<file path="src/rtl/kryssprodukt.sv">
// rtl/kryssprodukt.sv - sequential 3-D cross product with homogeneous 4th component
// One shared W x W signed multiplier, one product per cycle, registered results.
module kryssprodukt #(
  parameter int W = 8
) (
  input  logic                clk,
  input  logic                rst,
  input  logic                start,
  input  logic signed [W-1:0] a1,
  input  logic signed [W-1:0] a2,
  input  logic signed [W-1:0] a3,
  input  logic signed [W-1:0] a4,
  input  logic signed [W-1:0] b1,
  input  logic signed [W-1:0] b2,
  input  logic signed [W-1:0] b3,
  input  logic signed [W-1:0] b4,
  output logic                busy,
  output logic                done,
  output logic signed [W-1:0] c1,
  output logic signed [W-1:0] c2,
  output logic signed [W-1:0] c3,
  output logic signed [W-1:0] c4,
  output logic [3:0]          ovf
);

  localparam int AW = 2 * W + 1;

  typedef enum logic [3:0] {
    IDLE, MUL0, MUL1, MUL2, MUL3, MUL4, MUL5, MUL6, FIN
  } state_t;

  state_t state;

  logic signed [W-1:0]    ra1, ra2, ra3, ra4, rb1, rb2, rb3, rb4;
  logic signed [AW-1:0]   acc1, acc2, acc3, acc4;
  logic signed [W-1:0]    ma, mb;
  logic signed [2*W-1:0]  prod;
  logic signed [AW-1:0]   prod_x;

  // Operand selection follows the product order a2b3, a3b2, a3b1, a1b3, a1b2, a2b1, a4b4.
  always_comb begin
    ma = '0;
    mb = '0;
    case (state)
      MUL0: begin ma = ra2; mb = rb3; end
      MUL1: begin ma = ra3; mb = rb2; end
      MUL2: begin ma = ra3; mb = rb1; end
      MUL3: begin ma = ra1; mb = rb3; end
      MUL4: begin ma = ra1; mb = rb2; end
      MUL5: begin ma = ra2; mb = rb1; end
      MUL6: begin ma = ra4; mb = rb4; end
      default: begin ma = '0; mb = '0; end
    endcase
  end

  assign prod   = ma * mb;
  assign prod_x = {prod[2*W-1], prod};

  // Exact value fits in W bits only when its top AW-W+1 bits are all equal.
  function automatic logic out_of_range(input logic signed [AW-1:0] v);
    return !((&v[AW-1:W-1]) || (~|v[AW-1:W-1]));
  endfunction

  always_ff @(posedge clk) begin
    if (rst) begin
      state <= IDLE;
      busy  <= 1'b0;
      done  <= 1'b0;
      c1    <= '0;
      c2    <= '0;
      c3    <= '0;
      c4    <= '0;
      ovf   <= '0;
      ra1   <= '0; ra2 <= '0; ra3 <= '0; ra4 <= '0;
      rb1   <= '0; rb2 <= '0; rb3 <= '0; rb4 <= '0;
      acc1  <= '0; acc2 <= '0; acc3 <= '0; acc4 <= '0;
    end else begin
      done <= 1'b0;
      case (state)
        IDLE: begin
          if (start) begin
            ra1  <= a1; ra2 <= a2; ra3 <= a3; ra4 <= a4;
            rb1  <= b1; rb2 <= b2; rb3 <= b3; rb4 <= b4;
            acc1 <= '0; acc2 <= '0; acc3 <= '0; acc4 <= '0;
            busy <= 1'b1;
            state <= MUL0;
          end
        end
        MUL0: begin acc1 <= acc1 + prod_x; state <= MUL1; end
        MUL1: begin acc1 <= acc1 - prod_x; state <= MUL2; end
        MUL2: begin acc2 <= acc2 + prod_x; state <= MUL3; end
        MUL3: begin acc2 <= acc2 - prod_x; state <= MUL4; end
        MUL4: begin acc3 <= acc3 + prod_x; state <= MUL5; end
        MUL5: begin acc3 <= acc3 - prod_x; state <= MUL6; end
        MUL6: begin acc4 <= prod_x;        state <= FIN;  end
        FIN: begin
          c1    <= acc1[W-1:0];
          c2    <= acc2[W-1:0];
          c3    <= acc3[W-1:0];
          c4    <= acc4[W-1:0];
          ovf   <= {out_of_range(acc4), out_of_range(acc3),
                    out_of_range(acc2), out_of_range(acc1)};
          done  <= 1'b1;
          busy  <= 1'b0;
          state <= IDLE;
        end
        default: begin
          busy  <= 1'b0;
          state <= IDLE;
        end
      endcase
    end
  end

endmodule

</file>
<file path="config.mk">
export PLATFORM = sky130hd
export DESIGN_NAME = kryssprodukt
export DESIGN_NICKNAME = d
export VERILOG_FILES = /design/src/rtl/kryssprodukt.sv
export SDC_FILE = /design/constraint.sdc
export NUM_CORES = 1
export LEC_CHECK = 0
export ABC_CLOCK_PERIOD_IN_PS = 11400
export CORE_MARGIN = 3
export CORE_UTILIZATION = 40
export DETAILED_ROUTE_END_ITERATION = 6
export GPL_ROUTABILITY_DRIVEN = 1
export SYNTH_ARGS = -nofsm -noshare
export SYNTH_HDL_FRONTEND = slang
export SYNTH_SLANG_ARGS = --single-unit
</file>
<file path="constraint.sdc">
create_clock -name clk -period 11.4 [get_ports clk]
set_clock_uncertainty 0.05 [all_clocks]
set_input_delay 2.85 -clock clk [delete_from_list [all_inputs] [get_ports clk]]
set_output_delay 2.85 -clock clk [all_outputs]
set_load 0.02 [all_outputs]
</file>
==> impl_metrics.env, run 1 <==
export IMPL_overflow=0
export IMPL_place_congestion=0.926
export IMPL_cts_made_buffers=17
export IMPL_dpl_hpwl_um=24600
export IMPL_r2r_start="state[1]"
export IMPL_grt_usage=0.201
export IMPL_first_pass_iters=5
export IMPL_clk_insertion_delay_late_ps=450
export IMPL_path_class="reg -> reg"
export IMPL_final_core_utilization=0.477
export IMPL_rsz0062_at_grt="no"
export IMPL_irDropWorstVdd_mv=0.130
export IMPL_synth_seq_cells=173
export IMPL_postRouteAntennaNets=0
export IMPL_intPower_mw=1.39
export IMPL_finalHoldViolCount=0
export IMPL_nNetsFinal=1778
export IMPL_async_flop_share=0
export IMPL_yosysWarningCount=0
export IMPL_drv_slew=0
export IMPL_seqPwrFrac=0.302
export IMPL_drt_wirelength_per_cell_um=16.6
export IMPL_vias=10600
export IMPL_power_frac_comb=0.444
export IMPL_max_freq_mhz=106
export IMPL_startpoint="state[1]"
export IMPL_cp_max_fo=27
export IMPL_grt_pass1_vias=10200
export IMPL_area_delta_synth_final_pct=15.7
export IMPL_n_antenna_cell=0
export IMPL_clock_power_share=0.254
export IMPL_hold_buffers=0
export IMPL_initial_core_util=0.413
export IMPL_final_area_um2=14000
export IMPL_cts_resized=0
export IMPL_switching_share=0.391
export IMPL_yosys_area_top_type="dfxtp_1"
export IMPL_hold_path_class="reg -> reg"
export IMPL_cts_tree="yes"
export IMPL_synth_top_area_share=0.287
export IMPL_cp_start_kind="register"
export IMPL_ys_top_cells_by_area="dfxtp_1 (29%), fa_1 (9.8%), ha_1 (8.0%)"
export IMPL_grt_pass1_wl_um=53700
export IMPL_dp_cells=1940
export IMPL_cp_data_required_time_ps=11680
export IMPL_drive_gt1_frac=0.0523
export IMPL_rrSetupSlack_ps=1970
export IMPL_die_x_um=180
export IMPL_postSynthCellCount=1519
export IMPL_die_h_um=180
export IMPL_finalSetupViolations=0
export IMPL_crit_arrival_ps=9710
export IMPL_viasPerCell=5.37
export IMPL_portBuffers=104
export IMPL_fin_ws_ps=1970
export IMPL_final_cell_count_no_fill=1972
export IMPL_timing_rr_end="acc3[16]"
export IMPL_rows=62
export IMPL_ctsRootBufferMaster="clkbuf_16"
export IMPL_endpoint="acc3[16]"
export IMPL_dieArea_um2=32300
export IMPL_cts_num_sinks=173
export IMPL_syn_area_per_cell_um2=7.94
export IMPL_worstMarginPinSlew_ps=1300
export IMPL_htreeDepth=4
export IMPL_drv_cap=0
export IMPL_outcome="completed"
export IMPL_synth_cell_types=68
export IMPL_route_detailed_drc=0
export IMPL_boundaryPins=105
export IMPL_dpl_worst_slack_ps=2060
export IMPL_cts_setup_buffers=0
export IMPL_reg2reg_depth=26
export IMPL_ys_seq_area_frac=0.287
export IMPL_clock_path_buffers=2
export IMPL_syn_nets=1722
export IMPL_placed_cell_area_um2=13400
export IMPL_cts_clk_slew_worst_paths_ps=70
export IMPL_grt_max_degree=106
export IMPL_pwr_density_cell_nw_per_um2=164
export IMPL_setup_worst_path_end_class="register"
export IMPL_core_area_um2=29200
export IMPL_tns_ps=0
export IMPL_switching_power_uw=894
export IMPL_power_mw=2.28
export IMPL_p_leak_nw=5.52
export IMPL_period_minus_slack_ps=9430
export IMPL_hold_ws_ps=403
export IMPL_slew_headroom=0.131
export IMPL_drt_iter0_drc=636
export IMPL_timing_final_crit_share=0.827
export IMPL_synth_area_um2=12100
export IMPL_synth_edf_count=0
export IMPL_antenna_found_initial=0
export IMPL_drt_total_wl_um=32700
export IMPL_num_fill_cells=2922
export IMPL_synthFlopType="dfxtp_1"
-- Yosys cell counts, drive strengths merged (4+ instances only) --
library cell / number
mux2: 11
nor2b: 14
a221o: 4
or2: 13
a211oi: 7
xor2: 26
nor2: 167
a22oi: 19
nand3b: 7
fa: 59
ha: 77
a221oi: 9
dfxtp: 173
mux2i: 5
o21ba: 4
a21oi: 139
or4: 4
nand4: 9
buf: 10
nand2b: 11
nor3b: 9
a21o: 19
o21ai: 36
o31ai: 5
xnor2: 57
o21a: 14
and2: 12
nor3: 28
clkbuf: 69
and3: 8
a222oi: 7
a31oi: 22
nand3: 34
inv: 96
o311ai: 7
a22o: 11
and3b: 4
nor4: 13
nand2: 250
or3: 8
-- sequential cells by signal, indices dropped and copies added, names as in the netlist, 4 cells and up --
signal,count
state,4
c1,8
ra1,8
ra4,8
ovf,4
c4,8
rb3,8
rb2,8
rb4,8
ra2,8
rb1,8
acc4,16
ra3,8
acc3,17
acc2,17
acc1,17
c3,8
c2,8
-- how the worst min path moves through the flow --
stage / to / from / depth (start not counted) / slack [ps]
after global routing: rb4[1] / rb4[1] / 2 / 420
after global placement: ra4[0] / ra4[0] / 2 / 390
final: c1[2] / c1[2] / 2 / 400
after floorplan: acc4[0] / acc4[0] / 2 / 370
after CTS: rb3[6] / rb3[6] / 2 / 410
after detailed placement: rb3[6] / rb3[6] / 2 / 400
-- area by class of cell --
type	count	area [um^2]	share of cell area
Clock inverter	13	130	0.00932
Tap cell	384	480	0.0344
Timing Repair Buffer	116	1130	0.0809
Inverter	96	360	0.0258
Sequential cell	173	3460	0.248
Multi-Input combinational cell	1171	7960	0.570
Clock buffer	19	433	0.0310
-- critical path: stages (launching register included) --
cell,delay [ps]
dfxtp_1,960
nand3_1,210
nor2_1,790
a222oi_1,460
or2_2,410
fa_1,440
fa_1,480
inv_1,40
ha_1,260
inv_1,40
fa_1,470
inv_1,60
fa_1,550
or3b_4,450
or4_4,490
o21ba_4,260
or4b_1,460
nor2_1,200
nor2_1,90
xnor2_1,150
ha_1,380
nand3_1,80
o31ai_1,330
nor4_1,100
or4_1,510
mux2_2,280
mux2_1,310
-- cell usage in the layout, fill, tap and decap left out, types with 19 or more instances in the layout --
cell type and n:
a21o_1 19, a21oi_1 139, a22oi_1 19, a31oi_1 22, clkdlybuf4s50_1 103, dfxtp_1 173, fa_1 59, ha_1 77
inv_1 96, nand2_1 250, nand3_1 33, nor2_1 167, nor3_1 27, o21ai_0 36, xnor2_1 57, xor2_1 26
-- routing by layer --
layer | wire length [um] | share of wire | up-vias | global-route usage
met5 | 0 | 0 | - | 0
met4 | 890 | 0.027 | 0 | 0.0631
met3 | 1560 | 0.048 | 54 | 0.0352
met2 | 14400 | 0.44 | 261 | 0.316
met1 | 15900 | 0.49 | 4967 | 0.282
li1 | - | - | 5317 | -
-- cell families (layout without fill, tap and decap cells) --
group / count (synthesis) / in the layout / synth area share
AND/OR/NAND/NOR: 606 / 606 / 0.228
AO/OA/AOI/OAI: 330 / 330 / 0.176
buffers and inverters: 175 / 244 / 0.0552
flip-flops: 173 / 173 / 0.287
adder cells (fa/ha/maj): 136 / 136 / 0.178
XOR/XNOR: 83 / 83 / 0.0603
multiplexers: 16 / 16 / 0.0155
-- power groups by stage --
stage	Sequential (mW)	Combinational, mW	Clock [mW]
floorplan	0.683	0.792	0
global placement	0.703	0.999	0
detailed placement	0.703	1.00	0
CTS	0.689	1.01	0.591
global route	0.695	1.14	0.615
finish	0.690	1.01	0.581
(Power assumes the default switching activity.)
==> run 2, diff against run 1 <==
Settings changed: ABC_CLOCK_PERIOD_IN_PS 11400 to 9300.
Clock period 11.4 ns to 9.3 ns, I/O delays scaled along.
==> impl_metrics.env, run 2 (synthesized netlist as in run 1, its figures left out) <==
export IMPL_dp_cells=1960
export IMPL_crit_arrival_ps=9050
export IMPL_overflow=0
export IMPL_max_freq_mhz=114
export IMPL_timing_final_crit_share=0.945
export IMPL_slew_headroom=0.163
export IMPL_boundaryPins=105
export IMPL_cts_clk_slew_worst_paths_ps=70
export IMPL_tns_ps=0
export IMPL_drt_wirelength_per_cell_um=16.6
export IMPL_grt_usage=0.203
export IMPL_clock_path_buffers=2
export IMPL_first_pass_iters=7
export IMPL_wl_met3_um=1390
export IMPL_drt_iter0_drc=909
export IMPL_cp_data_required_time_ps=9570
export IMPL_finalSetupViolations=0
export IMPL_cts_tree="yes"
export IMPL_nNetsFinal=1801
export IMPL_top_layer="met4"
export IMPL_final_core_utilization=0.486
export IMPL_postRouteAntennaNets=0
export IMPL_antenna_found_initial=0
export IMPL_multiInputGateArea_um2=7990
export IMPL_slowest_stage="a222oi_1"
export IMPL_drive_gt1_frac=0.0701
export IMPL_htreeDepth=4
export IMPL_cts_num_sinks=173
export IMPL_cp_max_fo=12
export IMPL_power_mw=2.86
export IMPL_irDropWorstVdd_mv=0.131
export IMPL_clk_insertion_delay_late_ps=440
export IMPL_die_h_um=180
export IMPL_mostFrequentLayoutCell="nand2_1"
export IMPL_dieArea_um2=32300
export IMPL_path_class="reg -> reg"
export IMPL_drv_slew=0
export IMPL_initial_core_util=0.413
export IMPL_viasPerCell=5.38
export IMPL_wl_met2_um=15200
export IMPL_dpl_hpwl_um=24800
export IMPL_vias=10700
export IMPL_worstMarginPinSlew_ps=1250
export IMPL_place_congestion=0.903
export IMPL_rsz0062_at_grt="no"
export IMPL_grt_max_degree=95
export IMPL_portBuffers=104
export IMPL_final_area_um2=14200
export IMPL_setup_worst_path_end_class="register"
export IMPL_core_area_um2=29200
export IMPL_wl_met1_um=16100
export IMPL_layout_common_cells="nand2_1 (250), dfxtp_1 (173), nor2_1 (167)"
export IMPL_drt_total_wl_um=33100
export IMPL_drv_cap=0
export IMPL_die_x_um=180
export IMPL_top_regs="acc1 x17, acc2 x17, acc3 x17"
export IMPL_placed_cell_area_um2=13500
export IMPL_p_leak_nw=5.68
export IMPL_cts_made_buffers=17
export IMPL_ctsRootBufferMaster="clkbuf_16"
export IMPL_final_cell_count_no_fill=1995
export IMPL_route_detailed_drc=0
export IMPL_outcome="completed"
export IMPL_cp_start_kind="register"
export IMPL_crit_path_frequent_cell="fa_1"
export IMPL_num_fill_cells=2864
export IMPL_hold_path_class="reg -> reg"
export IMPL_n_antenna_cell=0
export IMPL_slowest_delay_ps=700
export IMPL_period_minus_slack_ps=8780
export IMPL_regArea_um2=3460
export IMPL_area_delta_synth_final_pct=17.8
export IMPL_pwr_density_cell_nw_per_um2=201
export IMPL_grt_pass1_wl_um=54500
export IMPL_finalHoldViolCount=0
export IMPL_grt_pass1_vias=10300
export IMPL_rows=62
-- run 2: changes by cell type in the layout (fill, tap and decap cells not counted) --
cell	delta
inv_6	+2
a221oi_1	-5
clkinv_2	-2
a221oi_2	+5
clkinv_8	+4
clkinvlp_4	-2
clkinv_4	-2
inv_8	+2
clkbuf_1	-2
buf_4	+23
-- run 2: final timing paths --
path,slack (ps),depth (start not counted),to,from
setup reg to reg,520,27,acc3[16],state[1]
hold / removal,400,2,ovf[2],ovf[2]
setup / recovery,520,27,acc3[16],state[1]
hold reg to reg,400,2,ovf[2],ovf[2]
-- run 2: final cells by class --
class,instances,share of cell area
clock buffers,17,0.0299
well taps,384,0.0338
flip-flops and latches,173,0.244
repair buffers,139,0.0915
clock inverters,15,0.0136
multi-input cells,1171,0.562
inverters,96,0.0253
-- run 2: routing by layer --
layer,vias up,GRT usage
met5,-,0
met3,31,0.0261
met4,0,0.0455
met1,5081,0.291
li1,5359,-
met2,270,0.328
-- run 2: timing repair --
action,in CTS,in global routing
resized for setup,0,5
hold buffers,0,0
setup endpoints to repair,0,1
setup buffers,0,3
-- run 2: critical path: cells and delay by family, from the launching register on --
kind                       cells  cell delay, ps
AOI/OAI and AO/OA              4            1710
xor gates and xnor gates       1             150
adders and majority gates      6            2580
buffers and inverters          4             600
DFF                            1             470
muxes                          2             570
and+or+nand+nor               10            2510
-- run 2: through the flow --
| stage | setup WS, ps | hold WS, ps |
|---|---|---|
| 4_1_cts | 501 | 407 |
| 2_1_floorplan | 792 | 375 |
| 3_3_place_gp | 699 | 391 |
| 6_report | 515 | 405 |
| 5_1_grt | 57.8 | 422 |
| 3_5_place_dp | 517 | 397 |
-- run 2: where the power goes --
group | internal [mW] | leakage [nW] | switching (mW)
clock | 0.391 | 0.303 | 0.364
combinational | 0.548 | 3.97 | 0.715
sequential | 0.792 | 1.40 | 0.0469
total | 1.73 | 5.68 | 1.13
==> run 3, diff against run 2 <==
Settings changed: REMOVE_ABC_BUFFERS from default to 1.
==> impl_metrics.env, run 3 (synthesized netlist as in run 1, its figures left out) <==
export IMPL_place_congestion=0.905
export IMPL_grt_busiest_layer="met2"
export IMPL_power_mw=2.85
export IMPL_n_antenna_cell=0
export IMPL_grt_pass1_vias=9930
export IMPL_crit_family="simple AND/OR/NAND/NOR gates"
export IMPL_hold_ws_ps=402
export IMPL_slew_headroom=0.287
export IMPL_slowest_delay_ps=710
export IMPL_postRouteAntennaNets=0
export IMPL_hold_path_class="reg -> reg"
export IMPL_crit_arrival_ps=8940
export IMPL_dpl_hpwl_um=22600
export IMPL_fin_ws_ps=640
export IMPL_initial_core_util=0.413
export IMPL_vias=10400
export IMPL_cp_data_required_time_ps=9580
export IMPL_cts_clk_slew_worst_paths_ps=80
export IMPL_drv_cap=0
export IMPL_first_pass_iters=7
export IMPL_nNetsFinal=1793
export IMPL_route_detailed_drc=4
export IMPL_setup_worst_path_end_class="register"
export IMPL_drv_slew=0
export IMPL_clock_path_buffers=2
export IMPL_max_freq_mhz=115
export IMPL_grtUsageMet3=0.0303
export IMPL_drt_total_wl_um=30100
export IMPL_timing_final_crit_share=0.931
export IMPL_clk_insertion_delay_late_ps=450
export IMPL_overflow=0
export IMPL_die_x_um=180
export IMPL_violations="design-rule violations"
export IMPL_grt_pass1_wl_um=49700
export IMPL_rows=62
export IMPL_grt_use_met2=0.301
export IMPL_grt_usage=0.183
export IMPL_irDropWorstVdd_mv=0.140
export IMPL_cts_num_sinks=173
export IMPL_mostFrequentLayoutCell="nand2_1"
export IMPL_die_h_um=180
export IMPL_boundaryPins=105
export IMPL_path_class="reg -> reg"
export IMPL_drt_iter0_drc=655
export IMPL_drive_gt1_frac=0.0643
export IMPL_hold_buffers=0
export IMPL_period_minus_slack_ps=8660
export IMPL_layout_common_cells="nand2_1 (250), dfxtp_1 (173), nor2_1 (167)"
export IMPL_viasPerCell=5.26
export IMPL_crit_path_frequent_cell="fa_1"
export IMPL_dpl_worst_slack_ps=489
export IMPL_path_buf_inv=4
export IMPL_cp_max_fo=15
export IMPL_outcome="complete, but fails checks"
export IMPL_htreeDepth=4
export IMPL_p_leak_nw=5.62
export IMPL_use_met1=0.248
export IMPL_top_regs="acc1 x17, acc2 x17, acc3 x17"
export IMPL_slowest_stage="dfxtp_1"
export IMPL_rsz0062_at_grt="no"
export IMPL_worstMarginPinSlew_ps=1070
export IMPL_finalHoldViolCount=0
export IMPL_drt_wirelength_per_cell_um=15.1
export IMPL_cp_start_kind="register"
export IMPL_grt_max_degree=95
export IMPL_tns_ps=0
export IMPL_core_area_um2=29200
export IMPL_dieArea_um2=32300
export IMPL_cts_tree="yes"
export IMPL_cts_made_buffers=17
export IMPL_finalSetupViolations=0
export IMPL_antenna_found_initial=0
export IMPL_ctsRootBufferMaster="clkbuf_16"
export IMPL_portBuffers=104
export IMPL_final_core_utilization=0.484
export IMPL_pwr_density_cell_nw_per_um2=202
export IMPL_area_delta_synth_final_pct=17.3
run 3: where the power goes:
part	leakage (nW)	switching [mW]	internal, mW
combinational	3.92	0.689	0.542
sequential	1.40	0.0487	0.792
clock	0.299	0.328	0.455
run 3: layout make-up:
| cell class | count | area (um^2) |
|---|---|---|
| Sequential cell | 173 | 3460 |
| Clock inverter | 15 | 210 |
| Fill cell | 2895 | 15100 |
| Inverter | 96 | 360 |
| Clock buffer | 17 | 425 |
| Timing Repair Buffer | 131 | 1240 |
| Multi-Input combinational cell | 1171 | 7970 |
| Tap cell | 384 | 480 |
run 3: routing by layer:
| layer | routed length (um) | up-vias |
|---|---|---|
| met5 | 0 | - |
| met4 | 685 | 0 |
| met3 | 1200 | 39 |
| met2 | 13700 | 231 |
| met1 | 14500 | 4828 |
| li1 | - | 5351 |
run 3: final timing paths:
| check | startpoint | endpoint | slack (ps) | depth (start not counted) |
|---|---|---|---|---|
| max | state[1] | acc3[16] | 640 | 28 |
| min | c3[0] | c3[0] | 400 | 2 |
| max reg2reg | state[1] | acc3[16] | 640 | 28 |
| min reg2reg | c3[0] | c3[0] | 400 | 2 |
run 3: timing repair:
action | CTS | global route
setup endpoints to repair | 0 | 1
buffers inserted | 0 | 1
resized for setup | 0 | 4
hold endpoints to repair | 0 | 0
run 3: tightest hold or removal path: stages (launching register included):
cell     delay (ps)
dfxtp_1         310
nand2_1          50
a21oi_1          50
run 3: stage by stage:
step,instances,instance area (um^2)
after floorplan,1440,11800
after global placement,1954,13500
after detailed placement,1954,13500
after CTS,1986,14100
after global routing,1987,14200
final,1987,14200
